### src/rtl/pipe_stage_reg.sv
// Elastic pipeline-stage register: valid/ready payload slot with an optional skid entry,
// synchronous flush and a saturating backpressure counter.
module pipe_stage_reg #(
    parameter int unsigned        WIDTH   = 32,
    parameter logic [WIDTH-1:0]   NOP_VAL = WIDTH'(32'h0000_0013),
    parameter int unsigned        SKID    = 1,
    parameter int unsigned        CNT_W   = 16
) (
    input  logic             clk,
    input  logic             rst,
    input  logic             flush,
    input  logic             in_valid,
    output logic             in_ready,
    input  logic [WIDTH-1:0] in_data,
    output logic             out_valid,
    input  logic             out_ready,
    output logic [WIDTH-1:0] out_data,
    output logic [1:0]       occupancy,
    output logic [CNT_W-1:0] stall_cnt
);

    localparam logic [CNT_W-1:0] CNT_MAX = {CNT_W{1'b1}};

    logic             m_v;
    logic             s_v;
    logic [WIDTH-1:0] m_q;
    logic [WIDTH-1:0] s_q;

    logic             m_v_nxt;
    logic             s_v_nxt;
    logic [WIDTH-1:0] m_d;
    logic [WIDTH-1:0] s_d;

    logic             in_fire;
    logic             out_fire;

    // With a skid entry, ready depends only on skid state, breaking the out_ready->in_ready path.
    assign in_ready  = rst ? 1'b0 : ((SKID != 0) ? ~s_v : (~m_v | out_ready));
    assign in_fire   = in_valid & in_ready;
    assign out_fire  = m_v & out_ready;

    assign out_valid = m_v;
    assign out_data  = m_v ? m_q : NOP_VAL;
    assign occupancy = 2'(m_v) + 2'(s_v);

    // Next-state for the main and skid slots; skid always drains into main before new input.
    always_comb begin
        m_v_nxt = m_v;
        s_v_nxt = s_v;
        m_d     = m_q;
        s_d     = s_q;
        if (SKID != 0) begin
            if (~m_v | out_fire) begin
                if (s_v) begin
                    m_d     = s_q;
                    m_v_nxt = 1'b1;
                    s_v_nxt = 1'b0;
                end else begin
                    m_d     = in_data;
                    m_v_nxt = in_fire;
                end
            end else if (in_fire) begin
                s_d     = in_data;
                s_v_nxt = 1'b1;
            end
        end else begin
            s_v_nxt = 1'b0;
            if (in_ready) begin
                m_d     = in_data;
                m_v_nxt = in_fire;
            end
        end
        if (flush) begin
            m_v_nxt = 1'b0;
            s_v_nxt = 1'b0;
        end
    end

    always_ff @(posedge clk) begin
        if (rst) begin
            m_v <= 1'b0;
            s_v <= 1'b0;
        end else begin
            m_v <= m_v_nxt;
            s_v <= s_v_nxt;
        end
    end

    // Payload needs no reset: it is only observed through the valid mask.
    always_ff @(posedge clk) begin
        m_q <= m_d;
        s_q <= s_d;
    end

    always_ff @(posedge clk) begin
        if (rst) begin
            stall_cnt <= '0;
        end else if (m_v && !out_ready && (stall_cnt != CNT_MAX)) begin
            stall_cnt <= stall_cnt + CNT_W'(1);
        end
    end

endmodule

### config.mk
export PLATFORM = sky130hd
export DESIGN_NAME = pipe_stage_reg
export DESIGN_NICKNAME = d
export VERILOG_FILES = /design/src/rtl/pipe_stage_reg.sv
export SDC_FILE = /design/constraint.sdc
export NUM_CORES = 1
export LEC_CHECK = 0
export CAP_MARGIN = 20
export CELL_PAD_IN_SITES_DETAIL_PLACEMENT = 0
export CELL_PAD_IN_SITES_GLOBAL_PLACEMENT = 2
export CORE_AREA = 2 2 101 123
export DETAILED_ROUTE_END_ITERATION = 12
export DIE_AREA = 0 0 103 125
export HOLD_SLACK_MARGIN = 0.08
export PLACE_DENSITY_LB_ADDON = 0.3
export SYNTH_ARGS = -nofsm -noshare
export SYNTH_HDL_FRONTEND = slang
export SYNTH_SLANG_ARGS = --single-unit
### constraint.sdc
create_clock -name clk -period 1.8 [get_ports clk]
set_input_delay 0.36 -clock clk [delete_from_list [all_inputs] [get_ports clk]]
set_output_delay 0.36 -clock clk [all_outputs]
set_load 0.02 [all_outputs]
==> impl_results.md, run 1 <==
* FF+latch count, synth at 82
* Initial DRT Pass Iterations at 4
* Netlist Area Pre-Place at 3446 um^2
* Crit start category: flop
* RSZ-0062 raised after global routing: false
* Total wire length at between 8000 and 9000 um
* Synthesized Nets at between 200 and 300
* Maximum vdd drop at roughly 0.38 mV
* Ratio of cells with drive above 1 in the final layout at roughly a third
* Kind of end point of the critical path: primary output
* Setup WS post-layout at between 50 and 60 ps
* Setup crit start: out_valid
* Largest net degree at the start of global routing at 28
* Post-Route Skew at 4.077 ps
* Slew HR at around two thirds
* Initial antenna violation count at 0
* Initial Utilization at between 20 and 30%
* Post-synth EDFFs at 64
* Critical path fanouts, max at 5
* Fin crit share at a little over nine tenths
* Power per Cell Area at approximately 820 nW/um^2
* Top Ports at 89
* Total Nets Final at 400
* Clock buffer count from CTS at 9
* Final instance area at 5032 um^2
* Crit path kind: reg -> out
* Mapped Avg Cell Area at 14.54 um^2
* Final Critical Period at about 1700 ps
* Via count at 2341
* Core box area at 11780 um^2
* Post-placement cell area at about 4800 um^2
* Via density at around 4.4
* Placer Congestion at 0.7420
* Synth Warn # at 0
* Static Leak at between 1.5 and 2 nW
* Worst r2r src: out_valid
* Gr ovfl total at 0
* Dominant synthesized flop cell: edfxtp_1
* ANT cells at 0
* Die height at 125 um
* Clock Pin Slew Worst Setup and Hold Paths at approximately 60 ps
* Crit path required time at 1440 ps
* DP Worst Slack at -331.8 ps
* Layout Area Growth over Synthesis at 46.04%
* Hold Vio Cnt, Final at 0
* Fmax at between 500 and 600 MHz
* CTS tree: built
* CP arrival at ~1400 ps
* Non-filler cells, final at between 500 and 600
* Final setup viols at 0
* Placed Instances at ~510
* FP Rows at 44
* ANT nets after route at 0
* Root buf cell: clkbuf_16
* Vias in the first global route at roughly 2400
* Status: complete, no violations
* Fill count at about 1200
* Later-pin clock latency in the skew report at about 330 ps
* Async SR Flop Fraction at 0%
* Die span in x at around 100 um
* Htree depth at 3
* Final Max Tran Viols at 0
* Post-Syn Instances at roughly 240
* GRT Total Usage at 13.09%
* # port buffers at between 80 and 90
* HP Class: reg -> reg
* Initial drt markers at 78
* Number of remaining DRC errors at 0
* Max cap viols at 0
* Routed WL per cell at around 15 um
* Worst Tran Pin Value at 471.3 ps
* Clk buf depth at 2
* Post-synth cell types at 37
* CTS sink count at 82
* Worst hold start: stall_cnt[13]
* Global-route wire length before repair at 12680 um
* Sequential share of the synthesized area at 66.23%
* HPWL after detailed placement at ~5500 um
* Die area at 12880 um^2
## placed cells by master (no fill, tap or decap), types with 3 or more instances in the layout
cell	count
dfxtp_1	15
a21oi_1	10
o21ai_1	3
clkbuf_16	9
inv_1	3
clkdlybuf4s15_1	11
edfxtp_1	64
mux2_2	32
nand3_1	3
dlymetal6s2s_1	7
nor2_1	10
dlygate4sd2_1	11
and2_1	30
o31ai_1	5
nand2b_1	3
buf_12	3
clkbuf_2	16
or4_1	5
or3_1	3
buf_4	30
clkdlybuf4s15_2	3
clkdlybuf4s50_1	40
nand2_1	4
nand4_1	3
## what timing repair did
action	CTS	global route
buffers inserted	3	0
endpoints found under the setup margin	44	38
resized for setup	54	48
endpoints found under the hold margin	0	0
hold buffers	0	0
## metal layers
| metal | part of all wire, % | GRT usage (%) |
|---|---|---|
| met5 | 0 | 0 |
| met4 | 1.3 | 4.644 |
| met3 | 5.2 | 3.522 |
| met2 | 50 | 21.28 |
| met1 | 43 | 16.63 |
## through the flow
step | total power [W] | hold slack (ps) | utilization [%] | setup TNS, ps
global route | 0.004307 | 553.8 | 42.71 | 0
global placement | 0.002443 | 506.7 | 40.33 | -4633
detailed placement | 0.002447 | 520.8 | 40.33 | -5070
finish | 0.004145 | 522.2 | 42.71 | 0
floorplan | 0.002263 | 431.0 | - | -1427
CTS | 0.004217 | 529.8 | 42.85 | -7.471
## synthesized netlist by cell type, types with 2 or more instances
cell type | count | area (um^2)
o21ai_0 | 2 | 10.01
nand2_1 | 4 | 15.01
a21oi_1 | 10 | 50.05
a211oi_1 | 2 | 15.01
nor2_1 | 10 | 37.54
nor4_2 | 2 | 25.02
or4_1 | 5 | 37.54
ha_1 | 2 | 25.02
or3_1 | 3 | 18.77
nand2b_1 | 3 | 18.77
dfxtp_1 | 18 | 360.4
and2_1 | 30 | 187.7
nor2b_1 | 3 | 18.77
nand3_1 | 3 | 15.01
and3_1 | 2 | 12.51
o31ai_1 | 5 | 37.54
clkbuf_1 | 9 | 33.78
or2b_1 | 2 | 15.01
o21ai_1 | 3 | 15.01
edfxtp_1 | 64 | 1922
nand4_1 | 3 | 18.77
nand4_2 | 3 | 37.54
inv_1 | 4 | 15.01
mux2_2 | 32 | 360.4
## state kept, by name (all words and copies together), names as in the netlist
register   cells
m_q           32
s_q           32
stall_cnt     16
out_valid      1
s_v            1
## worst max-delay path, stage by stage, from the launching register on
cell	delay, ps
dfxtp_4	380
buf_12	120
or2b_1	230
dlygate4sd2_1	320
## final timing paths
check                       end  slack (ps)  cells past startpoint
setup reg to reg  stall_cnt[10]         110                      6
hold reg to reg   stall_cnt[13]         520                      2
setup / recovery    out_data[1]          50                      3
hold / removal    stall_cnt[13]         520                      2
## layout make-up
cell class / count / area (um^2) / area share (%)
Clock buffer: 9 / 225.2 / 4.475
Clock inverter: 7 / 60.06 / 1.193
Inverter: 4 / 18.77 / 0.3729
Multi-Input combinational cell: 142 / 1134 / 22.53
Sequential cell: 82 / 2288 / 45.47
Tap cell: 161 / 201.4 / 4.003
Timing Repair Buffer: 122 / 1105 / 21.95
## kinds of logic after synthesis
logic type               share of synthesized area [%]
AO/OA/AOI/OAI                                    4.902
XOR/XNOR                                        0.5084
adder cells (fa/ha/maj)                         0.7261
buffers and inverters                            1.416
flip-flops                                       66.23
multiplexers                                     11.07
AND/OR/NAND/NOR                                  15.14
## power breakdown
| group | switching [W] | internal, W |
|---|---|---|
| clock | 0.000697 | 0.00106 |
| combinational | 0.000124 | 0.000158 |
| sequential | 0.0000131 | 0.00210 |
(Power assumes the default switching activity.)
==> inputs of run 2 (changes only) <==
--- a/config.mk
+++ b/config.mk
@@ -9,6 +9,7 @@
 export CELL_PAD_IN_SITES_DETAIL_PLACEMENT = 0
 export CELL_PAD_IN_SITES_GLOBAL_PLACEMENT = 2
 export CORE_AREA = 2 2 101 123
+export CTS_BUF_LIST = sky130_fd_sc_hd__clkbuf_4 sky130_fd_sc_hd__clkbuf_8 sky130_fd_sc_hd__clkbuf_16
 export DETAILED_ROUTE_END_ITERATION = 12
 export DIE_AREA = 0 0 103 125
 export HOLD_SLACK_MARGIN = 0.08
==> results of run 2 <==
Final layout, timing and power as in run 1 (identical DEF).
